File: src/rtl/scope_capture_pkg.sv
// Shared definitions for the dmem capture scope.
// Holds field widths, the capture-state encoding and the captured-entry
// layout. Build option: SCOPE_CAPTURE_TIMESTAMP_EN adds a 16-bit cycle
// timestamp as the most significant field of every entry.
package scope_capture_pkg;

  // Widths of the tapped dmem request fields
  localparam int unsigned ADDR_W  = 32;
  localparam int unsigned TAG_W   = 7;
  localparam int unsigned CMD_W   = 5;
  localparam int unsigned SIZE_W  = 2;
  localparam int unsigned DATA_W  = 32;
  localparam int unsigned POST_W  = 4;
  localparam int unsigned STATE_W = 2;
  localparam int unsigned TS_W    = 16;

  // Capture-state encoding, also visible on st_state
  typedef enum logic [STATE_W-1:0] {
    STATE_IDLE    = 2'd0,
    STATE_ARMED   = 2'd1,
    STATE_CAPTURE = 2'd2,
    STATE_DONE    = 2'd3
  } scope_state_e;

  // Plain-vector aliases of the state values for the FSM register
  localparam logic [STATE_W-1:0] ST_IDLE    = 2'(STATE_IDLE);
  localparam logic [STATE_W-1:0] ST_ARMED   = 2'(STATE_ARMED);
  localparam logic [STATE_W-1:0] ST_CAPTURE = 2'(STATE_CAPTURE);
  localparam logic [STATE_W-1:0] ST_DONE    = 2'(STATE_DONE);

  // Captured entry, MSB first
`ifdef SCOPE_CAPTURE_TIMESTAMP_EN
  typedef struct packed {
    logic [TS_W-1:0]   ts;
    logic [TAG_W-1:0]  tag;
    logic [SIZE_W-1:0] size;
    logic [CMD_W-1:0]  cmd;
    logic [ADDR_W-1:0] addr;
    logic [DATA_W-1:0] data;
  } entry_t;
`else
  typedef struct packed {
    logic [TAG_W-1:0]  tag;
    logic [SIZE_W-1:0] size;
    logic [CMD_W-1:0]  cmd;
    logic [ADDR_W-1:0] addr;
    logic [DATA_W-1:0] data;
  } entry_t;
`endif

  localparam int unsigned ENTRY_W = $bits(entry_t);

endpackage : scope_capture_pkg

File: src/rtl/scope_capture_fifo.sv
// Synchronous FIFO holding captured entries.
// Ports:
//   clk, rst_n      clock, async active-low reset
//   clear           synchronous flush (pointers and count to zero)
//   push, push_data write request and payload
//   pop             read request, honoured only when not empty
//   head_c          current head, zero when empty
//   valid_c, full_c occupancy flags
//   drop_c          push refused this cycle (full, no same-cycle pop)
//   count           registered occupancy, 0..DEPTH
// DEPTH must be a power of two so the pointers wrap naturally.
module scope_capture_fifo #(
  parameter int unsigned DEPTH = 8,
  parameter int unsigned WIDTH = 8
) (
  input  logic                       clk,
  input  logic                       rst_n,
  input  logic                       clear,
  input  logic                       push,
  input  logic [WIDTH-1:0]           push_data,
  input  logic                       pop,
  output logic [WIDTH-1:0]           head_c,
  output logic                       valid_c,
  output logic                       full_c,
  output logic                       drop_c,
  output logic [$clog2(DEPTH):0]     count
);

  localparam int unsigned PTR_W = $clog2(DEPTH);
  localparam int unsigned CNT_W = PTR_W + 1;

  logic [WIDTH-1:0] mem [DEPTH];
  logic [PTR_W-1:0] wr_ptr_q;
  logic [PTR_W-1:0] rd_ptr_q;
  logic [CNT_W-1:0] count_q;
  logic             pop_ok_c;
  logic             push_ok_c;

  assign valid_c   = (count_q != '0);
  assign full_c    = (count_q == CNT_W'(DEPTH));
  assign pop_ok_c  = pop & valid_c & ~clear;
  // A full FIFO still accepts a push when the head leaves in the same cycle
  assign push_ok_c = push & ~clear & (~full_c | pop_ok_c);
  assign drop_c    = push & ~clear & full_c & ~pop_ok_c;
  assign head_c    = valid_c ? mem[rd_ptr_q] : '0;
  assign count     = count_q;

  // Pointer and occupancy tracking
  always_ff @(posedge clk or negedge rst_n) begin
    if (!rst_n) begin
      wr_ptr_q <= '0;
      rd_ptr_q <= '0;
      count_q  <= '0;
    end else if (clear) begin
      wr_ptr_q <= '0;
      rd_ptr_q <= '0;
      count_q  <= '0;
    end else begin
      if (push_ok_c) wr_ptr_q <= wr_ptr_q + PTR_W'(1);
      if (pop_ok_c)  rd_ptr_q <= rd_ptr_q + PTR_W'(1);
      case ({push_ok_c, pop_ok_c})
        2'b10:   count_q <= count_q + CNT_W'(1);
        2'b01:   count_q <= count_q - CNT_W'(1);
        default: count_q <= count_q;
      endcase
    end
  end

  // Storage; never read when empty, so it needs no reset
  always_ff @(posedge clk) begin
    if (push_ok_c) mem[wr_ptr_q] <= push_data;
  end

endmodule : scope_capture_fifo

File: src/rtl/scope_dmem_capture.sv
// Trigger-based capture scope on a core's dmem request channel.
// After an arm pulse the block waits for a request whose address matches
// ctl_trig_addr, stores it plus ctl_post_count following requests into a
// FIFO, then stops. Entries are drained through a valid/ready read port.
// Ports:
//   clk, rst_n                  clock, async active-low reset
//   tap_*                       tapped dmem request handshake and fields
//   ctl_arm, ctl_clear          arm pulse, flush pulse (flush wins)
//   ctl_trig_addr               trigger address
//   ctl_post_count              entries kept after the trigger entry
//   rd_valid, rd_ready, rd_entry FIFO head read port
//   st_state, st_count          capture state and FIFO occupancy
//   st_overflow                 sticky flag: an entry was dropped
// Build option: SCOPE_CAPTURE_TIMESTAMP_EN adds a free-running 16-bit cycle
// counter whose value at the event cycle is stored with each entry.
module scope_dmem_capture
  import scope_capture_pkg::*;
#(
  parameter int unsigned DEPTH = 8
) (
  input  logic                    clk,
  input  logic                    rst_n,
  input  logic                    tap_valid,
  input  logic                    tap_ready,
  input  logic [ADDR_W-1:0]       tap_addr,
  input  logic [TAG_W-1:0]        tap_tag,
  input  logic [CMD_W-1:0]        tap_cmd,
  input  logic [SIZE_W-1:0]       tap_size,
  input  logic [DATA_W-1:0]       tap_data,
  input  logic                    ctl_arm,
  input  logic                    ctl_clear,
  input  logic [ADDR_W-1:0]       ctl_trig_addr,
  input  logic [POST_W-1:0]       ctl_post_count,
  output logic                    rd_valid,
  input  logic                    rd_ready,
  output logic [ENTRY_W-1:0]      rd_entry,
  output logic [STATE_W-1:0]      st_state,
  output logic [$clog2(DEPTH):0]  st_count,
  output logic                    st_overflow
);

  logic [STATE_W-1:0] state_q;
  logic [STATE_W-1:0] state_d;
  logic [POST_W-1:0]  remaining_q;
  logic [POST_W-1:0]  remaining_d;
  logic               overflow_q;
  logic               overflow_d;
  logic               push_c;
  logic               drop_c;
  logic               full_c;
  logic               tap_event_c;
  logic               trig_hit_c;
  entry_t             wr_entry_c;

  assign tap_event_c = tap_valid & tap_ready;
  assign trig_hit_c  = tap_event_c & (tap_addr == ctl_trig_addr);

`ifdef SCOPE_CAPTURE_TIMESTAMP_EN
  logic [TS_W-1:0] ts_q;

  // Free-running cycle counter, wraps naturally
  always_ff @(posedge clk or negedge rst_n) begin
    if (!rst_n) ts_q <= '0;
    else        ts_q <= ts_q + TS_W'(1);
  end
`endif

  // Entry assembled from the fields sampled in the event cycle
  always_comb begin
    wr_entry_c      = '0;
`ifdef SCOPE_CAPTURE_TIMESTAMP_EN
    wr_entry_c.ts   = ts_q;
`endif
    wr_entry_c.tag  = tap_tag;
    wr_entry_c.size = tap_size;
    wr_entry_c.cmd  = tap_cmd;
    wr_entry_c.addr = tap_addr;
    wr_entry_c.data = tap_data;
  end

  // FSM and capture-status registers
  always_ff @(posedge clk or negedge rst_n) begin
    if (!rst_n) begin
      state_q     <= ST_IDLE;
      remaining_q <= '0;
      overflow_q  <= 1'b0;
    end else begin
      state_q     <= state_d;
      remaining_q <= remaining_d;
      overflow_q  <= overflow_d;
    end
  end

  // Next state, remaining count and FIFO write request
  always_comb begin
    state_d     = state_q;
    remaining_d = remaining_q;
    push_c      = 1'b0;
    if (ctl_clear) begin
      // Flush overrides arm and any same-cycle event
      state_d     = ST_IDLE;
      remaining_d = '0;
    end else begin
      case (state_q)
        ST_IDLE: begin
          if (ctl_arm) begin
            state_d     = ST_ARMED;
            remaining_d = ctl_post_count;
          end
        end
        ST_ARMED: begin
          if (trig_hit_c) begin
            push_c  = 1'b1;
            state_d = (remaining_q == '0) ? ST_DONE : ST_CAPTURE;
          end
        end
        ST_CAPTURE: begin
          // A dropped write (full FIFO) still consumes a post-trigger slot
          if (tap_event_c) begin
            push_c      = 1'b1;
            remaining_d = remaining_q - POST_W'(1);
            if (remaining_q == POST_W'(1)) state_d = ST_DONE;
          end
        end
        ST_DONE: begin
          state_d = ST_DONE;
        end
        default: begin
          state_d = ST_IDLE;
        end
      endcase
    end
  end

  // Sticky overflow, cleared only by a flush
  always_comb begin
    overflow_d = overflow_q | drop_c;
    if (ctl_clear) overflow_d = 1'b0;
  end

  scope_capture_fifo #(
    .DEPTH (DEPTH),
    .WIDTH (ENTRY_W)
  ) u_fifo (
    .clk       (clk),
    .rst_n     (rst_n),
    .clear     (ctl_clear),
    .push      (push_c),
    .push_data (wr_entry_c),
    .pop       (rd_ready),
    .head_c    (rd_entry),
    .valid_c   (rd_valid),
    .full_c    (full_c),
    .drop_c    (drop_c),
    .count     (st_count)
  );

  assign st_state    = state_q;
  assign st_overflow = overflow_q;

endmodule : scope_dmem_capture

File: config.mk
export PLATFORM = sky130hd
export DESIGN_NAME = scope_dmem_capture
export DESIGN_NICKNAME = d
export VERILOG_FILES = /design/src/rtl/scope_capture_pkg.sv /design/src/rtl/scope_capture_fifo.sv /design/src/rtl/scope_dmem_capture.sv
export SDC_FILE = /design/constraint.sdc
export NUM_CORES = 1
export LEC_CHECK = 0
export CAP_MARGIN = 20
export CORE_MARGIN = 4
export CORE_UTILIZATION = 66
export CTS_BUF_LIST = sky130_fd_sc_hd__clkbuf_4
export DETAILED_ROUTE_END_ITERATION = 10
export DONT_BUFFER_PORTS = 1
export PLACE_DENSITY = 0.85
export SYNTH_ARGS = -nofsm -noshare
export SYNTH_HDL_FRONTEND = slang
export SYNTH_SLANG_ARGS = --single-unit
File: constraint.sdc
create_clock -name clk -period 13.9 [get_ports clk]
set_clock_uncertainty 0.15 [all_clocks]
set_input_delay 1.39 -clock clk [delete_from_list [all_inputs] [get_ports clk]]
set_output_delay 1.39 -clock clk [all_outputs]
set_load 0.05 [all_outputs]
==> results of run 1 <==
==> flip-flops by register name, summed over array words and instances, names as in the netlist <==
name	flops
remaining_q	4
st_overflow	1
st_state	2
u_fifo.count	4
u_fifo.mem	624
u_fifo.rd_ptr_q	3
u_fifo.wr_ptr_q	3
==> metal layers <==
metal | wire (um) | up-vias
li1 | - | 5138
met1 | 19500 | 6368
met2 | 26600 | 706
met3 | 5050 | 97
met4 | 1200 | 4
met5 | 27 | -
==> worst max-delay path, stage by stage, from the launching register on <==
cell	delay (ns)
dfrtp_4	0.81
buf_4	0.83
buf_4	0.71
mux4_2	0.60
mux2i_1	0.45
nor2_1	0.36
==> cell usage in the layout, fill, tap and decap left out, drive strengths merged, types with 4 or more instances in the layout <==
cell type,n
edfxtp,624
clkbuf,215
mux4,156
nor2,94
mux2i,82
xor2,33
clkinv,33
buf,22
dfrtp,17
nand2,15
inv,15
nor4,13
ha,11
nor2b,7
clkinvlp,6
a21oi,5
o21ai,5
nor3,5
nor4b,4
a211oi,4
==> path summary, 6_finish.rpt <==
| path | from | to |
|---|---|---|
| min in group clk | remaining_q[1]$_DFFE_PN0P_ | remaining_q[1]$_DFFE_PN0P_ |
| max reg2reg | st_state[0]$_DFFE_PN0P_ | u_fifo.mem[2][16]$_DFFE_PP_ |
| min reg2reg | remaining_q[1]$_DFFE_PN0P_ | remaining_q[1]$_DFFE_PN0P_ |
| max | u_fifo.rd_ptr_q[0]$_DFFE_PN0P_ | rd_entry[36] |
| min | rst_n | u_fifo.wr_ptr_q[0]$_DFFE_PN0P_ |
| max in group asynchronous | rst_n | u_fifo.rd_ptr_q[1]$_DFFE_PN0P_ |
==> power by group through the flow <==
stage / logic (mW) / registers, mW / clock network (mW)
3_5_place_dp: 1.07 / 2.23 / 0
3_3_place_gp: 1.06 / 2.23 / 0
2_1_floorplan: 0.944 / 2.21 / 0
6_report: 1.06 / 2.19 / 1.44
4_1_cts: 1.08 / 2.19 / 1.48
5_1_grt: 1.13 / 2.20 / 1.60
==> cells by family after synthesis <==
group	after synthesis	share of synthesized area
adders and majority gates	12	0.00627
muxes	241	0.174
and+or+nand+nor	152	0.0297
xor gates and xnor gates	35	0.0122
DFF	641	0.762
buffers and inverters	65	0.0105
AOI/OAI and AO/OA	23	0.00582
==> final cells by class <==
cell class | instances | area, um^2
flip-flops and latches | 641 | 19200
fillers | 2059 | 10000
multi-input cells | 463 | 5800
clock buffers | 215 | 1610
well taps | 511 | 639
clock inverters | 46 | 244
repair buffers | 22 | 165
inverters | 9 | 33.8
diodes | 1 | 2.50
==> qor.txt, run 1 <==
Die Span X -> 203 um
top_reg_cell synth -> edfxtp_1
Syn Nets -> 1,302
actual transition at the worst max-transition pin -> 1.14 ns
CTS root buf -> clkbuf_4
first-pass GRT wire length -> 80.1 mm
Crit. End Element -> output port
status -> finished clean
Post-Place Cells -> 1,646
max capacitance violation total -> 0
ranking of synthesized cells by area -> edfxtp_1, mux4_2, mux2i_1
EDFF count, synth -> 624
syn_area_per_cell -> 21.5 um^2
met3 Usage GRT -> 0.0848
Final setup viols -> 0
asr flop ratio synth -> 0.0265
RSZ-0062 raised after global routing -> false
# IOs -> 207
height of the die -> 203 um
internal power -> 3.18 mW
CTS tree -> yes
Reg2Reg Depth -> 9
sequential power share -> 0.467
sequential share of the synthesized area -> 0.762
area grow syn2layout -> 9.99%
DP HPWL -> 29.3 mm
Yosys reg bits -> 641
vias in the first global route -> 13,100
Worst Setup Start Kind -> flop
Clock transition at path regs -> 0.06 ns
PnR worst setup slack -> 7.74 ns
clk_lat worst skew -> 0.83 ns
largest net degree at the start of global routing -> 81
CP Class -> flop to output port
total negative slack -> 0 ns
CTS Hold Buffers Added -> 0
initial antenna violation count -> 3
placed inst area -> 25,800 um^2
Netlist Area Pre-Place -> 25,200 um^2
Via density -> 6.45
GRT overflow -> 0
met1 Track Usage GR -> 0.356
GRT Util Overall -> 0.261
TritonCTS Sinks -> 641
Finished Core Util -> 0.735
Tmin final -> 6.16 ns
DR pass1 iterations -> 6
count leader, synth -> edfxtp_1
Slew HR -> 0.235
Logic pwr share -> 0.226
GR peak layer -> met2
H-tree depth -> 4
post-synthesis cell type count -> 42
drt total wl -> 52.4 mm
R2R setup slack -> 9.17 ns
met2 Track Usage GR -> 0.409
CTS Buf Count -> 155
Iter 0 DRT Violations -> 1,323
Worst Path Arrival -> 4.62 ns
Synth Warn # -> 0
Layout Nets -> 1,425
share of Yosys cell area claimed by the top area cell type -> 0.745
clk buf depth -> 3
Sw Share -> 0.322
share of cells above drive strength 1 -> 0.308
Yosys top cell by area -> edfxtp_1
crit path max fanout -> 47
worst hold path type -> primary input to async pin
Finished Layout Cells -> 1,908
count of input and output buffers -> 0
fmax -> 162 MHz
die area -> 41,300 um^2
Final Hold Viols -> 0
Sw Pwr -> 1.51 mW
post-route cell area -> 27,700 um^2
postcts setup bufs -> 0
P_leak -> 8.58 nW
synth cell count leaders -> edfxtp_1, mux4_2, nor2_1
Resize count post-CTS -> 0
Vias -> 12,300
Post-Place Setup Slack -> 7.76 ns
Data required, critical path -> 12.36 ns
routed len/inst -> 27.5 um
Hold WS -> 0.103 ns
GPL Wtd Cong -> 0.774
pwr/cell area -> 170 nW/um^2
Starting Density -> 0.668
Synth Instances -> 1,169
worst vdd ir -> 0.125 mV
Core Area -> 37,700 um^2
clock group share of total power -> 0.307
row count -> 71
Final Max Tran Viols -> 0
Pwr Total -> 4.69 mW
Tcrit/Tclk final -> 0.443
DRC violations left -> 0
Final ANT Viol Nets -> 0
Note: power is estimated with default switching activity, not from simulation.
==> run 2, diff against run 1 <==
==> constraint.sdc (replaced) <==
create_clock -name clk -period 6.22 [get_ports clk]
set_clock_uncertainty 0.15 [all_clocks]
set_input_delay 0.622 -clock clk [delete_from_list [all_inputs] [get_ports clk]]
set_output_delay 0.622 -clock clk [all_outputs]
set_load 0.05 [all_outputs]
==> qor.txt, run 2 (synthesis results as in run 1) <==
status -> finished clean
most common cell after layout, fill and taps aside -> edfxtp_1
max capacitance violation total -> 0
Final setup viols -> 0
commonest non-fill, non-tap cells in the layout -> edfxtp_1, clkbuf_4, mux4_2, nor2_1, dlygate4sd3_1
pwr/cell area -> 373 nW/um^2
Via density -> 6.28
Sw Pwr -> 3.38 mW
total negative slack -> 0 ns
Clock transition at path regs -> 0.08 ns
Layout Nets -> 1,517
RSZ-0062 raised after global routing -> false
row count -> 71
DRC violations left -> 0
Starting Density -> 0.668
Final Hold Viols -> 0
Tcrit/Tclk final -> 0.738
Resize count post-CTS -> 0
Worst Setup Start Kind -> flop
crit path max fanout -> 63
Logic pwr share -> 0.232
Top reg by flops -> u_fifo.mem
critical path, cell by cell -> buf_4, mux4_2, mux2i_1, nor2_1
Post-Place Cells -> 1,652
# IOs -> 207
clock group share of total power -> 0.310
Slew HR -> 0.255
worst vdd ir -> 0.251 mV
Data required, critical path -> 5.45 ns
DP HPWL -> 28.6 mm
postcts setup bufs -> 0
actual transition at the worst max-transition pin -> 1.12 ns
Final ANT Viol Nets -> 0
Pwr Total -> 10.7 mW
clk_lat worst skew -> 0.83 ns
routed len/inst -> 26.3 um
Reg2Reg Depth -> 9
worst hold path type -> primary input to flop
count of input and output buffers -> 0
sequential power share -> 0.458
CP max stage delay -> 1.06 ns
Final Max Tran Viols -> 0
CP max stage cell -> dfrtp_4
vias in the first global route -> 13,300
DR pass1 iterations -> 5
Core Area -> 37,700 um^2
largest net degree at the start of global routing -> 80
Sw Share -> 0.316
CTS Buf Count -> 154
P_leak -> 9.04 nW
CTS tree -> yes
area grow syn2layout -> 14.0%
CTS Hold Buffers Added -> 87
H-tree depth -> 4
share of cells above drive strength 1 -> 0.292
Largest register FFs -> 624
initial antenna violation count -> 7
CP Class -> flop to output port
Iter 0 DRT Violations -> 1,017
Die Span X -> 203 um
clk buf depth -> 3
height of the die -> 203 um
Tmin final -> 4.59 ns
Worst Path Arrival -> 3.82 ns
die area -> 41,300 um^2
CTS root buf -> clkbuf_4
Finished Layout Cells -> 2,002
Hold Crit Depth -> 4
first-pass GRT wire length -> 79.4 mm
TritonCTS Sinks -> 641
internal power -> 7.31 mW
Vias -> 12,600
drt total wl -> 52.6 mm
Crit. End Element -> output port
fmax -> 218 MHz
GRT Util Overall -> 0.260
GPL Wtd Cong -> 0.780
GRT overflow -> 0
## run 2: cell count changes in the layout (fill, tap and decap cells not counted), sizes merged
cell,before,now
diode,1,7
dlygate4sd3,0,87
buf,22,28
clkinvlp,6,0
clkinv,33,29
inv,15,14
clkbuf,215,217
bufinv,1,5
## run 2: metrics by stage
step,utilization,hold WS (ns),area (um^2),setup WS (ns)
floorplan,-,0.176,25200,-1.91
global placement,0.687,0.177,25900,1.81
detailed placement,0.687,0.177,25900,1.75
CTS,0.761,0.0661,28700,1.56
global route,0.761,0.143,28700,1.48
finish,0.762,0.150,28700,1.63
## run 2: final cells by class
class	instances	area [um^2]
Antenna cell	7	17.5
Sequential cell	641	19200
Clock buffer	217	1630
Clock inverter	39	284
Multi-Input combinational cell	463	5810
Timing Repair Buffer	115	1090
Inverter	9	33.8
Fill cell	2039	8980
Tap cell	511	639
## run 2: worst paths after layout
check | startpoint | endpoint | slack [ns]
max | u_fifo.rd_ptr_q[1]$_DFFE_PN0P_ | rd_entry[16] | 1.63
max reg2reg | st_state[0]$_DFFE_PN0P_ | u_fifo.mem[4][10]$_DFFE_PP_ | 2.13
min | tap_ready | u_fifo.wr_ptr_q[2]$_DFFE_PN0P_ | 0.15
min reg2reg | remaining_q[1]$_DFFE_PN0P_ | remaining_q[1]$_DFFE_PN0P_ | 0.47
max in group asynchronous | rst_n | u_fifo.rd_ptr_q[1]$_DFFE_PN0P_ | 5.14
min in group asynchronous | rst_n | u_fifo.wr_ptr_q[1]$_DFFE_PN0P_ | 0.18
## run 2: routing by layer
layer,track usage,routed length (um)
met2,0.417,26800
met1,0.350,20100
met3,0.0642,4230
met4,0.109,1520
met5,0,0
## run 2: power groups by stage
| stage | Clock [mW] | Sequential (mW) | Combinational [mW] |
|---|---|---|---|
| after global placement | 0 | 4.99 | 2.36 |
| after CTS | 3.40 | 4.90 | 2.51 |
| after detailed placement | 0 | 5.00 | 2.40 |
| after floorplan | 0 | 4.93 | 2.11 |
| after global routing | 3.65 | 4.91 | 2.63 |
| final | 3.31 | 4.90 | 2.48 |
## run 2: worst max-delay path: cells and delay by family, from the launching register on
| family | cells | cell delay (ns) |
|---|---|---|
| DFF | 1 | 1.06 |
| muxes | 2 | 0.47 |
| buffers and inverters | 1 | 0.65 |
| and+or+nand+nor | 1 | 0.76 |
